$ cat src/rtl/uart_tx_fifo_pkg.sv
// uart_pkg: shared types and constants for the UART transmit FIFO.
package uart_pkg;

    localparam int UART_DATA_W = 8;

    typedef enum logic [1:0] {
        IDLE      = 2'd0,
        SEND      = 2'd1,
        WAIT_BUSY = 2'd2,
        WAIT_DONE = 2'd3
    } tx_fifo_state_t;

endpackage

$ cat src/rtl/uart_tx_fifo_if.sv
// uart_tx_fifo_if: host write port plus transmitter send/busy handshake.
// The level output exists only when UART_TX_FIFO_LEVEL_EN is defined.
interface uart_tx_fifo_if #(parameter int DEPTH = 16);
    import uart_pkg::*;

    logic [UART_DATA_W-1:0] wr_data;
    logic                   wr_en;
    logic                   full;
    logic                   empty;
    logic                   overflow;
    logic [UART_DATA_W-1:0] tx_data;
    logic                   tx_send;
    logic                   tx_busy;

`ifdef UART_TX_FIFO_LEVEL_EN
    logic [$clog2(DEPTH):0] level;

    modport slave (
        input  wr_data, wr_en, tx_busy,
        output full, empty, overflow, tx_data, tx_send, level
    );

    modport master (
        output wr_data, wr_en, tx_busy,
        input  full, empty, overflow, tx_data, tx_send, level
    );
`else
    modport slave (
        input  wr_data, wr_en, tx_busy,
        output full, empty, overflow, tx_data, tx_send
    );

    modport master (
        output wr_data, wr_en, tx_busy,
        input  full, empty, overflow, tx_data, tx_send
    );
`endif

endinterface

$ cat src/rtl/uart_tx_fifo_mem.sv
// uart_fifo_mem: DEPTH x 8 register array, one synchronous write port and
// one asynchronous read port.
module uart_fifo_mem
    import uart_pkg::*;
#(
    parameter int DEPTH  = 16,
    parameter int ADDR_W = $clog2(DEPTH)
) (
    input  logic                   clk,
    input  logic                   wr_en,
    input  logic [ADDR_W-1:0]      wr_addr,
    input  logic [UART_DATA_W-1:0] wr_data,
    input  logic [ADDR_W-1:0]      rd_addr,
    output logic [UART_DATA_W-1:0] rd_data
);

    logic [UART_DATA_W-1:0] mem [DEPTH];

    always_ff @(posedge clk)
        if (wr_en) mem[wr_addr] <= wr_data;

    assign rd_data = mem[rd_addr];

endmodule

$ cat src/rtl/uart_tx_fifo.sv
// uart_tx_fifo: byte FIFO pacing host bytes into the UART transmitter over send/busy.
// Define UART_TX_FIFO_LEVEL_EN to add the registered occupancy output bus.level.
module uart_tx_fifo
    import uart_pkg::*;
#(
    parameter int DEPTH     = 16,
    parameter int BUSY_WAIT = 4
) (
    input  logic           clk,
    input  logic           reset,
    uart_tx_fifo_if.slave  bus
);

    localparam int ADDR_W = $clog2(DEPTH);
    localparam int TMR_W  = $clog2(BUSY_WAIT + 1);
    localparam logic [ADDR_W:0]  FULL_CNT = (ADDR_W + 1)'(DEPTH);
    localparam logic [TMR_W-1:0] TMR_LAST = TMR_W'(BUSY_WAIT - 1);

    if (DEPTH < 2 || (DEPTH & (DEPTH - 1)) != 0) begin : g_bad_depth
        $error("uart_tx_fifo: DEPTH must be a power of two >= 2");
    end

    tx_fifo_state_t         state, state_next;
    logic [ADDR_W-1:0]      wr_ptr, rd_ptr;
    logic [ADDR_W:0]        count, count_next;
    logic [TMR_W-1:0]       timer;
    logic [UART_DATA_W-1:0] rd_data;
    logic                   push, pop;

    uart_fifo_mem #(.DEPTH(DEPTH), .ADDR_W(ADDR_W)) u_mem (
        .clk     (clk),
        .wr_en   (push),
        .wr_addr (wr_ptr),
        .wr_data (bus.wr_data),
        .rd_addr (rd_ptr),
        .rd_data (rd_data)
    );

    // A write while full is dropped even if a pop happens the same cycle.
    assign push = bus.wr_en && !bus.full;
    assign pop  = (state == IDLE) && (count != '0) && !bus.tx_busy;

    assign bus.tx_send = (state == SEND);

    always_comb begin
        count_next = (push && !pop) ? count + 1'b1 :
                     (pop && !push) ? count - 1'b1 : count;
        state_next = (state == IDLE)      ? (pop ? SEND : IDLE) :
                     (state == SEND)      ? WAIT_BUSY :
                     (state == WAIT_BUSY) ? (bus.tx_busy ? WAIT_DONE :
                                             (timer == TMR_LAST) ? IDLE : WAIT_BUSY) :
                     (bus.tx_busy ? WAIT_DONE : IDLE);
    end

    // Flags are registered from the next-state count so they track count exactly.
    always_ff @(posedge clk or posedge reset)
        if (reset) begin
            state        <= IDLE;
            wr_ptr       <= '0;
            rd_ptr       <= '0;
            count        <= '0;
            timer        <= '0;
            bus.tx_data  <= '0;
            bus.full     <= 1'b0;
            bus.empty    <= 1'b1;
            bus.overflow <= 1'b0;
        end else begin
            state        <= state_next;
            count        <= count_next;
            timer        <= (state == WAIT_BUSY) ? timer + 1'b1 : '0;
            bus.full     <= (count_next == FULL_CNT);
            bus.empty    <= (count_next == '0) && (state_next == IDLE);
            bus.overflow <= bus.wr_en && bus.full;
            if (push) wr_ptr <= wr_ptr + 1'b1;
            if (pop) begin
                rd_ptr      <= rd_ptr + 1'b1;
                bus.tx_data <= rd_data;
            end
        end

`ifdef UART_TX_FIFO_LEVEL_EN
    always_ff @(posedge clk or posedge reset)
        if (reset) bus.level <= '0;
        else bus.level <= count_next;
`endif

endmodule

$ cat src/flat_wrapper.sv
// flat-port wrapper written by rule: the top's interface ports become plain ports
module uart_tx_fifo_flat import uart_pkg::*;
#(
    parameter int DEPTH     = 16,
    parameter int BUSY_WAIT = 4
)
  (clk, reset, bus_wr_data, bus_wr_en, bus_tx_busy, bus_full, bus_empty, bus_overflow, bus_tx_data, bus_tx_send);
  uart_tx_fifo_if #(.DEPTH(DEPTH)) bus_i ();
  input  logic clk;
  input  logic reset;
  input wire logic [$bits(bus_i.wr_data)-1:0] bus_wr_data;
  input wire logic [$bits(bus_i.wr_en)-1:0] bus_wr_en;
  input wire logic [$bits(bus_i.tx_busy)-1:0] bus_tx_busy;
  output wire logic [$bits(bus_i.full)-1:0] bus_full;
  output wire logic [$bits(bus_i.empty)-1:0] bus_empty;
  output wire logic [$bits(bus_i.overflow)-1:0] bus_overflow;
  output wire logic [$bits(bus_i.tx_data)-1:0] bus_tx_data;
  output wire logic [$bits(bus_i.tx_send)-1:0] bus_tx_send;
  assign bus_i.wr_data = bus_wr_data;
  assign bus_i.wr_en = bus_wr_en;
  assign bus_i.tx_busy = bus_tx_busy;
  assign bus_full = bus_i.full;
  assign bus_empty = bus_i.empty;
  assign bus_overflow = bus_i.overflow;
  assign bus_tx_data = bus_i.tx_data;
  assign bus_tx_send = bus_i.tx_send;
  uart_tx_fifo #(.DEPTH(DEPTH), .BUSY_WAIT(BUSY_WAIT)) u_core (.clk(clk), .reset(reset), .bus(bus_i));
endmodule
$ cat config.mk
export PLATFORM = sky130hd
export DESIGN_NAME = uart_tx_fifo_flat
export DESIGN_NICKNAME = d
export VERILOG_FILES = /design/src/rtl/uart_tx_fifo_pkg.sv /design/src/rtl/uart_tx_fifo_if.sv /design/src/rtl/uart_tx_fifo_mem.sv /design/src/rtl/uart_tx_fifo.sv /design/src/flat_wrapper.sv
export SDC_FILE = /design/constraint.sdc
export NUM_CORES = 1
export LEC_CHECK = 0
export ABC_AREA = 1
export CORE_ASPECT_RATIO = 0.6
export CORE_MARGIN = 1.5
export CORE_UTILIZATION = 47
export DETAILED_ROUTE_END_ITERATION = 8
export HOLD_SLACK_MARGIN = 0.05
export PLACE_DENSITY_LB_ADDON = 0.15
export SETUP_SLACK_MARGIN = 0.2
export SKIP_LAST_GASP = 1
export SLEW_MARGIN = 20
export SYNTH_ARGS = -nofsm -noshare
export SYNTH_HDL_FRONTEND = slang
export SYNTH_HIERARCHICAL = 1
export SYNTH_SLANG_ARGS = --single-unit
export TNS_END_PERCENT = 5
$ cat constraint.sdc
create_clock -name clk -period 2.7 [get_ports clk]
set_input_delay 0.54 -clock clk [delete_from_list [all_inputs] [get_ports clk]]
set_output_delay 0.54 -clock clk [all_outputs]
set_load 0.05 [all_outputs]
==> metrics <==
status=complete, no violations; met2 wire length=6.83 mm; Die W=161 um; clock root cell=clkbuf_16; Gate Count Post-Synth=697; hold depth=1; DR top layer=met4; WL/cell=17.4 um; final instance area=8170 um^2; CTS Sinks=157; Rows=34; H-tree levels=4; Max Cap Viol=0; worst path required time=2.16 ns; most frequent cells in the layout=nand2_1 (220), edfxtp_1 (128), inv_1 (117); layout cells sized above 1=0.107; Fin Setup TNS=0 ns; clock transition at the registers of the reported paths=0.06 ns; routed vias=4,828; Total Wirelength=16.6 mm; n_diodes=0; crit path DAT=1.77 ns; Rel. slew slack=0.431; starting density of the core=0.483; Via-to-Cell Ratio=5.06; P&R area growth vs syn=15.9%; CTS Buf Count=17; Final Hold Viols=0; # DRC=0; Buffers on Ports=23; RSZ-0062 raised after global routing=no; DR WL met3=1.44 mm; GPL Wtd Cong=0.865; DP Area=7580 um^2; commonest non-fill, non-tap cell in the layout=nand2_1; post-CTS sizing=0; post-synth design cell area=7050 um^2; Post-layout nets=761; fmax=432 MHz; DP HPWL=11.2 mm; share of the synthesized area in the top cell type=0.545; skew final=0.0113 ns; Worst Max-Slew Pin Slew=0.854 ns; Antenna Nets Post-Route=0; flop and latch count out of synthesis=157; Cell variety after synth=28; part of the Yosys area used for sequential elements=0.648; # hold bufs at CTS=0; FILL cells=1,272; M1 WL=8.12 mm; postcts setup bufs=0; Hold Crit Class=flop to flop; Crit. End Element=output port; Core ar.=14,600 um^2; CTS tree=built; largest net degree at the start of global routing=68; sequential cell area=4570 um^2; Ys Warns=6; CP Class=flop to output port; area leader, netlist=edfxtp_1; Longest Clk Path Bufs=2; initial antenna violation count=0; Die ar.=15,800 um^2; 1st-pass router iterations=5; Mean Syn Cell Area=10.1 um^2; LEAKAGE=3.63 nW; top cells by area, synth=edfxtp_1 (54%), nand2_1 (12%), dfrtp_1 (9.9%); vias in the first global route=4,617; fin crit share=0.857; Die Y=97.9 um; max-slew violation count=0; Skew-Pair Late Insertion Delay=0.41 ns; Syn Nets=715; final setup violation count=0; Reg2Reg Depth=9; GRT Resource Usage Total=0.224; minimum clock period=2.31 ns; Max VDD drop=1.09 mV; crit path max fanout=3; grt ovf=0; Pwr per Cell Area=1060 nW/um^2; I/O pin count=24; DRT iter0 DRCs=535; first-pass GRT wire length=25.9 mm; CP startpoint kind=flop; footprint of the multi-input gates=1850 um^2
sequential cells by signal, summed over array words and instances (netlist names):
| name | cells |
|---|---|
| u_core/bus.empty | 1 |
| u_core/bus.full | 1 |
| u_core/bus.overflow | 1 |
| u_core/bus.tx_data | 8 |
| u_core/count | 5 |
| u_core/rd_ptr | 4 |
| u_core/state | 2 |
| u_core/timer | 3 |
| u_core/u_mem/mem | 128 |
| u_core/wr_ptr | 4 |
metrics by stage:
step | instances | setup WS, ns | hold slack [ns] | power, mW | util
3_3_place_gp | 922 | 0.458 | 0.425 | 6.26 | 0.519
6_report | 954 | 0.387 | 0.474 | 8.64 | 0.560
5_1_grt | 954 | 0.329 | 0.507 | 9.13 | 0.560
3_5_place_dp | 922 | 0.437 | 0.473 | 6.31 | 0.519
4_1_cts | 954 | 0.355 | 0.485 | 8.66 | 0.560
2_1_floorplan | 697 | 0.825 | 0.410 | 5.44 | -
logic make-up after synthesis:
logic type	count (synthesis)	share of synthesized area
xor gates and xnor gates	7	0.00869
AOI/OAI and AO/OA	5	0.00426
adders and majority gates	6	0.0106
buffers and inverters	148	0.0903
DFF	157	0.648
and+or+nand+nor	374	0.238
final cells by class:
| type | count | area share |
|---|---|---|
| well taps | 198 | 0.0303 |
| flip-flops and latches | 157 | 0.559 |
| repair buffers | 53 | 0.0557 |
| clock inverters | 7 | 0.00919 |
| clock buffers | 25 | 0.0634 |
| multi-input cells | 392 | 0.226 |
| inverters | 122 | 0.0560 |
power by group:
part / internal, mW / switching [mW]
registers: 3.02 / 0.234
logic: 0.916 / 2.12
clock network: 1.43 / 0.915
layer usage:
layer | vias to the layer above | GRT usage
li1 | 2322 | -
met1 | 2283 | 0.353
met2 | 205 | 0.309
met3 | 18 | 0.0548
met4 | 0 | 0.0548
met5 | - | 0
final timing paths:
| kind | startpoint | slack (ns) | endpoint |
|---|---|---|---|
| setup / recovery | u_core/state[1] | 0.39 | bus_tx_send |
| hold / removal | u_core/timer[0] | 0.47 | u_core/timer[0] |
| setup reg to reg | u_core/rd_ptr[0] | 0.57 | u_core/bus.tx_data[3] |
| hold reg to reg | u_core/timer[0] | 0.47 | u_core/timer[0] |
| max in group asynchronous | reset | 1.88 | u_core/bus.empty |
| min in group asynchronous | reset | 0.50 | u_core/timer[1] |
synthesized netlist by cell type:
cell        n
xnor2_1     4
nor2_8      1
nand3b_1    5
buf_4       5
nand2_1   220
nor2_4      1
nand2_8     2
o21bai_1    2
inv_1     117
nand3_1   103
nor2_1     26
xor2_1      3
edfxtp_1  128
o21ai_0     1
buf_6       6
nor3_1      1
dfstp_2     1
nand2_2     6
o21ai_1     2
nand4_1     3
ha_1        6
nand3_4     2
buf_2      14
dfrtp_1    28
buf_1       1
nand3_2     3
nor2_2      1
inv_2       5
critical path: stages, from the launching register on:
cell and delay [ns]:
dfrtp_1 0.40, nor2_1 0.15, clkdlybuf4s50_1 0.82
(Power assumes the default switching activity.)
